--- src/rtl/led_pkg.sv ---
// Shared definitions for the RGB status LED path (breathing envelope and PWM stage).
package led_pkg;

  localparam int DUTY_W = 16;
  localparam logic [DUTY_W-1:0] LEVEL_MAX = 16'hFFFF;

  typedef enum logic [2:0] {
    ST_OFF       = 3'd0,
    ST_RISE      = 3'd1,
    ST_HOLD_HIGH = 3'd2,
    ST_FALL      = 3'd3,
    ST_HOLD_LOW  = 3'd4
  } led_state_t;

endpackage

--- src/rtl/led_duty_scale.sv ---
// Scales one colour word by the breathing level: (color * (level + 1)) >> 16.
// Purely combinational; the parent registers the result.
module led_duty_scale
  import led_pkg::*;
(
  input  logic [DUTY_W-1:0] color,
  input  logic [DUTY_W-1:0] level,
  output logic [DUTY_W-1:0] duty
);

  logic [DUTY_W:0]   level_p1;
  logic [2*DUTY_W:0] product;

  // level + 1 makes full level map exactly onto the colour word and zero onto zero
  assign level_p1 = (DUTY_W+1)'(level) + (DUTY_W+1)'(1);
  assign product  = (2*DUTY_W+1)'(color) * (2*DUTY_W+1)'(level_p1);
  assign duty     = DUTY_W'(product >> DUTY_W);

endmodule

--- src/rtl/led_breathe_seq.sv ---
// Breathing envelope for the RGB status LED: rise/hold/fall/hold level FSM,
// colour shadows and per-channel registered duty words, all advanced on PWM wraps.
module led_breathe_seq
  import led_pkg::*;
#(
  parameter int STEP_W = 16,
  parameter int HOLD_W = 16
) (
  input  logic              clk,
  input  logic              rst_n,
  input  logic              enable,
  input  logic              period_wrap,
  input  logic [15:0]       color_r,
  input  logic [15:0]       color_g,
  input  logic [15:0]       color_b,
  input  logic [STEP_W-1:0] rise_step,
  input  logic [STEP_W-1:0] fall_step,
  input  logic [HOLD_W-1:0] hold_high,
  input  logic [HOLD_W-1:0] hold_low,
  output logic [15:0]       red_duty,
  output logic [15:0]       green_duty,
  output logic [15:0]       blue_duty,
  output logic [2:0]        phase,
  output logic              cycle_done
);

  localparam int SUM_W = ((STEP_W > DUTY_W) ? STEP_W : DUTY_W) + 1;

  led_state_t        state_q, state_d;
  logic [DUTY_W-1:0] level_q, level_d;
  logic [HOLD_W-1:0] cnt_q, cnt_d;
  logic              done_d;
  logic [DUTY_W-1:0] shadow_r, shadow_g, shadow_b;
  logic [DUTY_W-1:0] scaled_r, scaled_g, scaled_b;

  logic [SUM_W-1:0]  rise_sum;
  logic [SUM_W-1:0]  level_wide;
  logic [SUM_W-1:0]  fall_wide;
  logic [DUTY_W-1:0] rise_sat;
  logic [DUTY_W-1:0] fall_sat;

  // Saturating level arithmetic, widened so wide step inputs cannot wrap
  assign level_wide = SUM_W'(level_q);
  assign fall_wide  = SUM_W'(fall_step);
  assign rise_sum   = level_wide + SUM_W'(rise_step);
  assign rise_sat   = (rise_sum > SUM_W'(LEVEL_MAX)) ? LEVEL_MAX : DUTY_W'(rise_sum);
  assign fall_sat   = (level_wide > fall_wide) ? DUTY_W'(level_wide - fall_wide) : '0;

  always_ff @(posedge clk or negedge rst_n) begin
    if (!rst_n) begin
      state_q    <= ST_OFF;
      level_q    <= '0;
      cnt_q      <= '0;
      cycle_done <= 1'b0;
      shadow_r   <= '0;
      shadow_g   <= '0;
      shadow_b   <= '0;
      red_duty   <= '0;
      green_duty <= '0;
      blue_duty  <= '0;
    end else begin
      state_q    <= state_d;
      level_q    <= level_d;
      cnt_q      <= cnt_d;
      cycle_done <= done_d;
      if (period_wrap) begin
        shadow_r <= color_r;
        shadow_g <= color_g;
        shadow_b <= color_b;
      end
      red_duty   <= scaled_r;
      green_duty <= scaled_g;
      blue_duty  <= scaled_b;
    end
  end

  // Everything advances only on a wrap; dropping enable diverts to FALL without a level step
  always_comb begin
    state_d = state_q;
    level_d = level_q;
    cnt_d   = cnt_q;
    done_d  = 1'b0;
    if (period_wrap) begin
      case (state_q)
        ST_OFF: begin
          level_d = '0;
          if (enable) state_d = ST_RISE;
        end
        ST_RISE: begin
          if (!enable) begin
            state_d = ST_FALL;
          end else begin
            level_d = rise_sat;
            if (rise_sat == LEVEL_MAX) begin
              state_d = ST_HOLD_HIGH;
              cnt_d   = hold_high;
            end
          end
        end
        ST_HOLD_HIGH: begin
          if (!enable || cnt_q == '0) state_d = ST_FALL;
          else                        cnt_d   = cnt_q - HOLD_W'(1);
        end
        ST_FALL: begin
          level_d = fall_sat;
          if (fall_sat == '0) begin
            if (enable) begin
              state_d = ST_HOLD_LOW;
              cnt_d   = hold_low;
            end else begin
              state_d = ST_OFF;
            end
          end
        end
        ST_HOLD_LOW: begin
          if (!enable) begin
            state_d = ST_FALL;
          end else if (cnt_q == '0) begin
            state_d = ST_RISE;
            done_d  = 1'b1;
          end else begin
            cnt_d = cnt_q - HOLD_W'(1);
          end
        end
        default: state_d = ST_OFF;
      endcase
    end
  end

  assign phase = state_q;

  led_duty_scale u_scale_r (.color(shadow_r), .level(level_q), .duty(scaled_r));
  led_duty_scale u_scale_g (.color(shadow_g), .level(level_q), .duty(scaled_g));
  led_duty_scale u_scale_b (.color(shadow_b), .level(level_q), .duty(scaled_b));

endmodule

--- config.mk ---
export PLATFORM = sky130hd
export DESIGN_NAME = led_breathe_seq
export DESIGN_NICKNAME = d
export VERILOG_FILES = /design/src/rtl/led_pkg.sv /design/src/rtl/led_duty_scale.sv /design/src/rtl/led_breathe_seq.sv
export SDC_FILE = /design/constraint.sdc
export NUM_CORES = 2
export LEC_CHECK = 0
export ABC_AREA = 1
export CAP_MARGIN = 20
export CORE_MARGIN = 5
export CORE_UTILIZATION = 69
export DETAILED_ROUTE_END_ITERATION = 7
export GPL_TIMING_DRIVEN = 0
export MAX_ROUTING_LAYER = met4
export PLACE_DENSITY = 0.9
export SLEW_MARGIN = 30
export SYNTH_ARGS = -nofsm -noshare
export SYNTH_HDL_FRONTEND = slang
export SYNTH_SLANG_ARGS = --single-unit
export TNS_END_PERCENT = 20
--- constraint.sdc ---
create_clock -name clk -period 10.4 [get_ports clk]
set_clock_uncertainty 0.15 [all_clocks]
set_input_delay 2.08 -clock clk [delete_from_list [all_inputs] [get_ports clk]]
set_output_delay 2.08 -clock clk [all_outputs]
set_load 0.05 [all_outputs]
### Word level (Yosys, flattened, before mapping)

Cells that the tools add are included.
Widths: inputs -> output; s select.

| cells by class | value |
|---|---|
| $add $sub $neg | 4 |
| multipliers | 3 |
| divide/modulo/power cells | 0 |
| magnitude comparators | 2 |
| eq/ne operators | 16 |
| shift operators | 0 |
| mux-type cells | 25 |
| bitwise logic cells | 0 |
| reduce and logical (&&, ||, !) cells | 10 |

Operators with widths:

| cell | count |
|---|---|
| $mux 16 | 10 |
| $mul 16x17->32 | 3 |
| $pmux 16 s4 | 1 |
| $pmux 16 s3 | 1 |
| $logic_not 16->1 | 2 |
| $mux 3 | 8 |
| $ne 2x2->1 const B | 9 |
| $add 16x1->17 const B | 1 |
| $add 16x16->17 | 1 |
| $gt 17x16->1 const B | 1 |
| $eq 16x16->1 const B | 1 |
| $gt 16x16->1 | 1 |
| $sub 16x1->16 const B | 1 |
| $sub 16x16->16 | 1 |
| $pmux 3 s5 | 1 |
| $reduce_and 9->1 | 1 |
| $eq 3x2->1 const B | 2 |
| $ne 3x3->1 const B | 2 |
| $reduce_and 6->1 | 1 |
| $mux 1 | 4 |
| $reduce_bool 4->1 | 1 |
| $eq 3x1->1 const B | 1 |
| $eq 3x3->1 const B | 1 |
| $logic_not 3->1 | 1 |
| 4 further kinds | 4 |

| word-level totals | value |
|---|---|
| register bits after elaboration | 132 |
| bits in latches | 0 |
| bits in writable memories | 0 |
| ROM bits | 0 |
| input port bits | 116 |
| output and inout bits | 52 |
| word-level logic and storage cells | 70 |
| memories kept | 0 |

### Depth between registers and ports, before layout

| depth | value |
|---|---|
| depth in word-level cells | 7 |
| gate-level depth with buffers | 36 |
| gate-level depth less buffers | 35 |

### Cells and area by module

A second synthesis with hierarchy kept.

| second synthesis, totals | value |
|---|---|
| cell total of the unflattened synthesis | 4,939 |
| area, all modules | 36,137.2 µm² |

Modules (own cells, without submodules):

| module | instances | cells each | area each (µm²) |
|---|---|---|---|
| led_duty_scale at u_scale_b | 1 | 1,299 | 9,526.6 |
| led_duty_scale at u_scale_g | 1 | 1,299 | 9,485.3 |
| led_duty_scale at u_scale_r | 1 | 1,277 | 9,451.6 |
| led_breathe_seq | 1 | 1,064 | 7,673.6 |

### Least setup slack after synthesis

No wires, ideal clock.

| timing path | value |
|---|---|
| path type | reg-to-reg |
| from | register level_q[1] |
| to | register blue_duty[12] |
| setup time | 0.131 ns |
| data arrival time | 6.527 ns |
| path slack | 3.592 ns |
| stages on the path, launching flop included | 34 |
| path buffers | 1 |
| cell sequence | dfrtp_1 > ha_1 > nand2_1 > nor2_1 > nand2_1 > nor2_1 > nand2_1 > nor4_1 > or2_2 > nand2_1 > clkinv_1 > buf_2 > nand2_1 > fa_1 > fa_1 > inv_1 > fa_1 > fa_1 > fa_1 > inv_1 > fa_1 > inv_1 > ha_1 > nand2_1 > inv_1 > nand2_1 > inv_1 > a21oi_1 > nand3_1 > nand2_1 > nand2_1 > a21boi_0 > o21ai_0 > xor2_1 |

| on the way | value |
|---|---|
| longest elaborated chain between the ends | 2 |

RTL lines:

| element | line | text |
|---|---|---|
| start, declared | led_breathe_seq.sv:30 | `logic [DUTY_W-1:0] level_q, level_d;` |
| start signal, assigned | led_breathe_seq.sv:63 | `level_q <= level_d;` |
| $add 16x1->17 | led_duty_scale.sv:15 | `assign level_p1 = (DUTY_W+1)'(level) + (DUTY_W+1)'(1);` |
| $mul 16x17->32 | led_duty_scale.sv:16 | `assign product = (2*DUTY_W+1)'(color) * (2*DUTY_W+1)'(level_p1);` |
| named net scaled_b[12] | led_breathe_seq.sv:34 | `logic [DUTY_W-1:0] scaled_r, scaled_g, scaled_b;` |
| end signal, assigned | led_breathe_seq.sv:73 | `blue_duty <= scaled_b;` |
| end, declared | led_breathe_seq.sv:22 | `output logic [15:0] blue_duty,` |

The timed path passes the listed nets, and every way through them passes these cells.
A chain may end at the register's enable or synchronous reset.

### Final worst setup path

| timing path | value |
|---|---|
| from | register level_q[0] |
| to | register blue_duty[12] |

The elaborated chain is that of the path after synthesis.

==> impl_results.md <==
* Status: finished clean
* Vias in the first global route at 31730
* Remaining Overflow, GRT at 0
* First-pass GRT wire length at 168300 um
* R2R setup slack at 1.60 ns
* Hold Crit Class: reg -> reg
* ANT nets after route at 0
* Final hold violation count at 0
* Clock Latency Late Sink at 0.53 ns
* CP required at 10.64 ns
* Final Max Tran Viols at 0
* Ys async rst share at 100.0%
* Total track usage at 42.49%
* Fillers at 3551
* Register area at 3303 um^2
* Post-Route WL at 107100 um
* CP peak stage delay at 0.80 ns
* Rel. slew slack at 26.14%
* RSZ-0062 raised after global routing: no
* Largest net degree at the start of global routing at 62
* Final TNS setup at 0 ns
* Clock transition at path regs at 0.07 ns
* CP max stage cell: clkbuf_1
* Mapped cell area at 33550 um^2
* Die width at 230.5 um
* Synth Instances at 4340
* Max Buffers Root-to-Sink at 2
* Initial antenna violation count at 3
* Post-synth cell types at 48
* # clock sinks at 132
* CP bufs+invs at 5
* # hold bufs at CTS at 0
* Via count at 30520
* Crit path top cell by count: nand2_1
* Iter 0 DRT Violations at 3373
* Critical path's top delay family: adder cells
* Main synth FF type: dfrtp_1
* TritonRoute pass-1 iters at 6
* Post-DP HPWL at 86530 um
* Layout area overhead at 9.208%
* Synth Register Bits at 132
* Most frequent cells in the layout: inv_1, nand2_1, fa_1
* Post-synth EDFFs at 0
* Row Count at 80
* Max-cap violations at 0
* Critical-path maximum fanout at 10
* CTS H-Tree Depth at 4
* Synth Net Count at 5404
* Avg Vias per Cell at 5.915
* Syn avg cell area at 7.730 um^2
* Core area at 47950 um^2
* Critical Setup Path Class: reg -> reg
* Ys Warns at 0
* # resized after CTS at 0
* CTS Root Cell: clkbuf_16
* DR WL/cell at 20.76 um
* Worst-Margin Slew at 1.108 ns
* Routability cong. at 1.047
* Final Core Density at 76.42%
* Max Clk Rate at 113.6 MHz
* Worst setup SP type: flip-flop
* Multi-input logic area at 25830 um^2
* Post-CTS Setup Inserts at 0
* CTS tree: yes
* Num CTS Buffers at 17
* Final setup fails at 0
* Min cycle time layout at 8.802 ns
* IO Count at 168
* # port buffers at 166
* Full die area at 53130 um^2
* Starting Density at 69.97%
* Critical path data arrival time at 9.05 ns
* Nets@finish at 5591
* Layout cell share with drive strength beyond 1 at 2.048%
* Post-route DRC at 0
* Tcrit/Tclk final at 84.63%
* Post-synthesis sequential area ratio at 9.846%
* Crit path capture type: flip-flop
* Chip Height at 230.5 um
* Commonest non-fill, non-tap cell in the layout: inv_1
## cells by family (layout without fill, tap and decap cells)
family          count (synthesis)  count (layout)  synth area share (%)
simple gates                 1688            1688                 20.21
buf+inv                      1160            1360                 13.15
fa+ha+maj                     948             948                 49.23
flops                         132             132                 9.846
xor+xnor                       70              70                 1.827
compound gates                342             342                 5.740
other cells                     0               4                     0
## layer usage
layer  part of all wire [%]  global-route usage [%]  up-vias
met5                      0                       -        -
li1                       -                       -    13300
met3                     13                   12.62      612
met1                     35                   50.14    14480
met2                     45                   64.68     2127
met4                    7.4                   25.80        0
## worst min-delay path, stage by stage (launching register included)
cell and delay (ns):
dfrtp_1 0.37, nand2_1 0.06, nand2_1 0.05
## state kept, by name, indices dropped and copies added, names as in the netlist
signal / flops
shadow_b: 16
blue_duty: 16
green_duty: 16
level_q: 16
red_duty: 16
cnt_q: 16
shadow_g: 16
shadow_r: 16
cycle_done: 1
phase: 3
## path summary, 6_finish.rpt
check,endpoint,start,depth (start not counted)
max in group asynchronous,green_duty[1]$_DFF_PN0_,rst_n,3
setup reg to reg,blue_duty[12]$_DFF_PN0_,level_q[0]$_DFFE_PN0P_,33
hold reg to reg,cnt_q[1]$_DFFE_PN0P_,cnt_q[1]$_DFFE_PN0P_,2
hold / removal,cnt_q[1]$_DFFE_PN0P_,cnt_q[1]$_DFFE_PN0P_,2
setup / recovery,blue_duty[12]$_DFF_PN0_,level_q[0]$_DFFE_PN0P_,33
min in group asynchronous,shadow_b[1]$_DFFE_PN0P_,rst_n,1
## cell type report
type                    count  share of cell area [%]
multi-input cells        3048                   70.51
inverters                1005                   10.30
flip-flops and latches    132                   9.015
repair buffers            168                   4.699
well taps                 615                   2.100
plain buffers             155                   1.759
clock buffers              19                   1.209
clock inverters            13                  0.3825
diodes                      4                 0.02732
## through the flow
step                      area [um^2]  hold WS, ns  setup WS [ns]  std cells
after floorplan                 33550       0.3061          3.592       4340
after global placement          35980       0.3294          1.152       5121
after detailed placement        36040       0.3388          1.949       5123
after CTS                       36630       0.3557          1.916       5155
after global routing            36640       0.3804          1.213       5158
final                           36640       0.3578          1.598       5159
## synth_stat cells (all sizes together), types with 8 or more instances
cell | count | area [um^2]
or2 | 10 | 62.56
o21a | 11 | 82.58
clkinv | 11 | 41.29
o21ai | 133 | 665.6
nand2 | 965 | 3650
nor3 | 31 | 160.1
nand3b | 8 | 60.06
fa | 620 | 12410
xor2 | 47 | 411.6
dfrtp | 132 | 3303
xnor2 | 23 | 201.4
a21o | 10 | 75.07
nand3 | 125 | 650.6
nand4 | 31 | 193.9
a22oi | 16 | 120.1
buf | 31 | 173.9
nor2 | 499 | 1878
clkbuf | 124 | 465.5
ha | 328 | 4104
a21oi | 132 | 675.7
nor4 | 11 | 75.07
inv | 994 | 3731
Power is left out: the tool's default activity adds up to more than one toggle a clock period on the data nets, which glitch-free logic cannot reach.
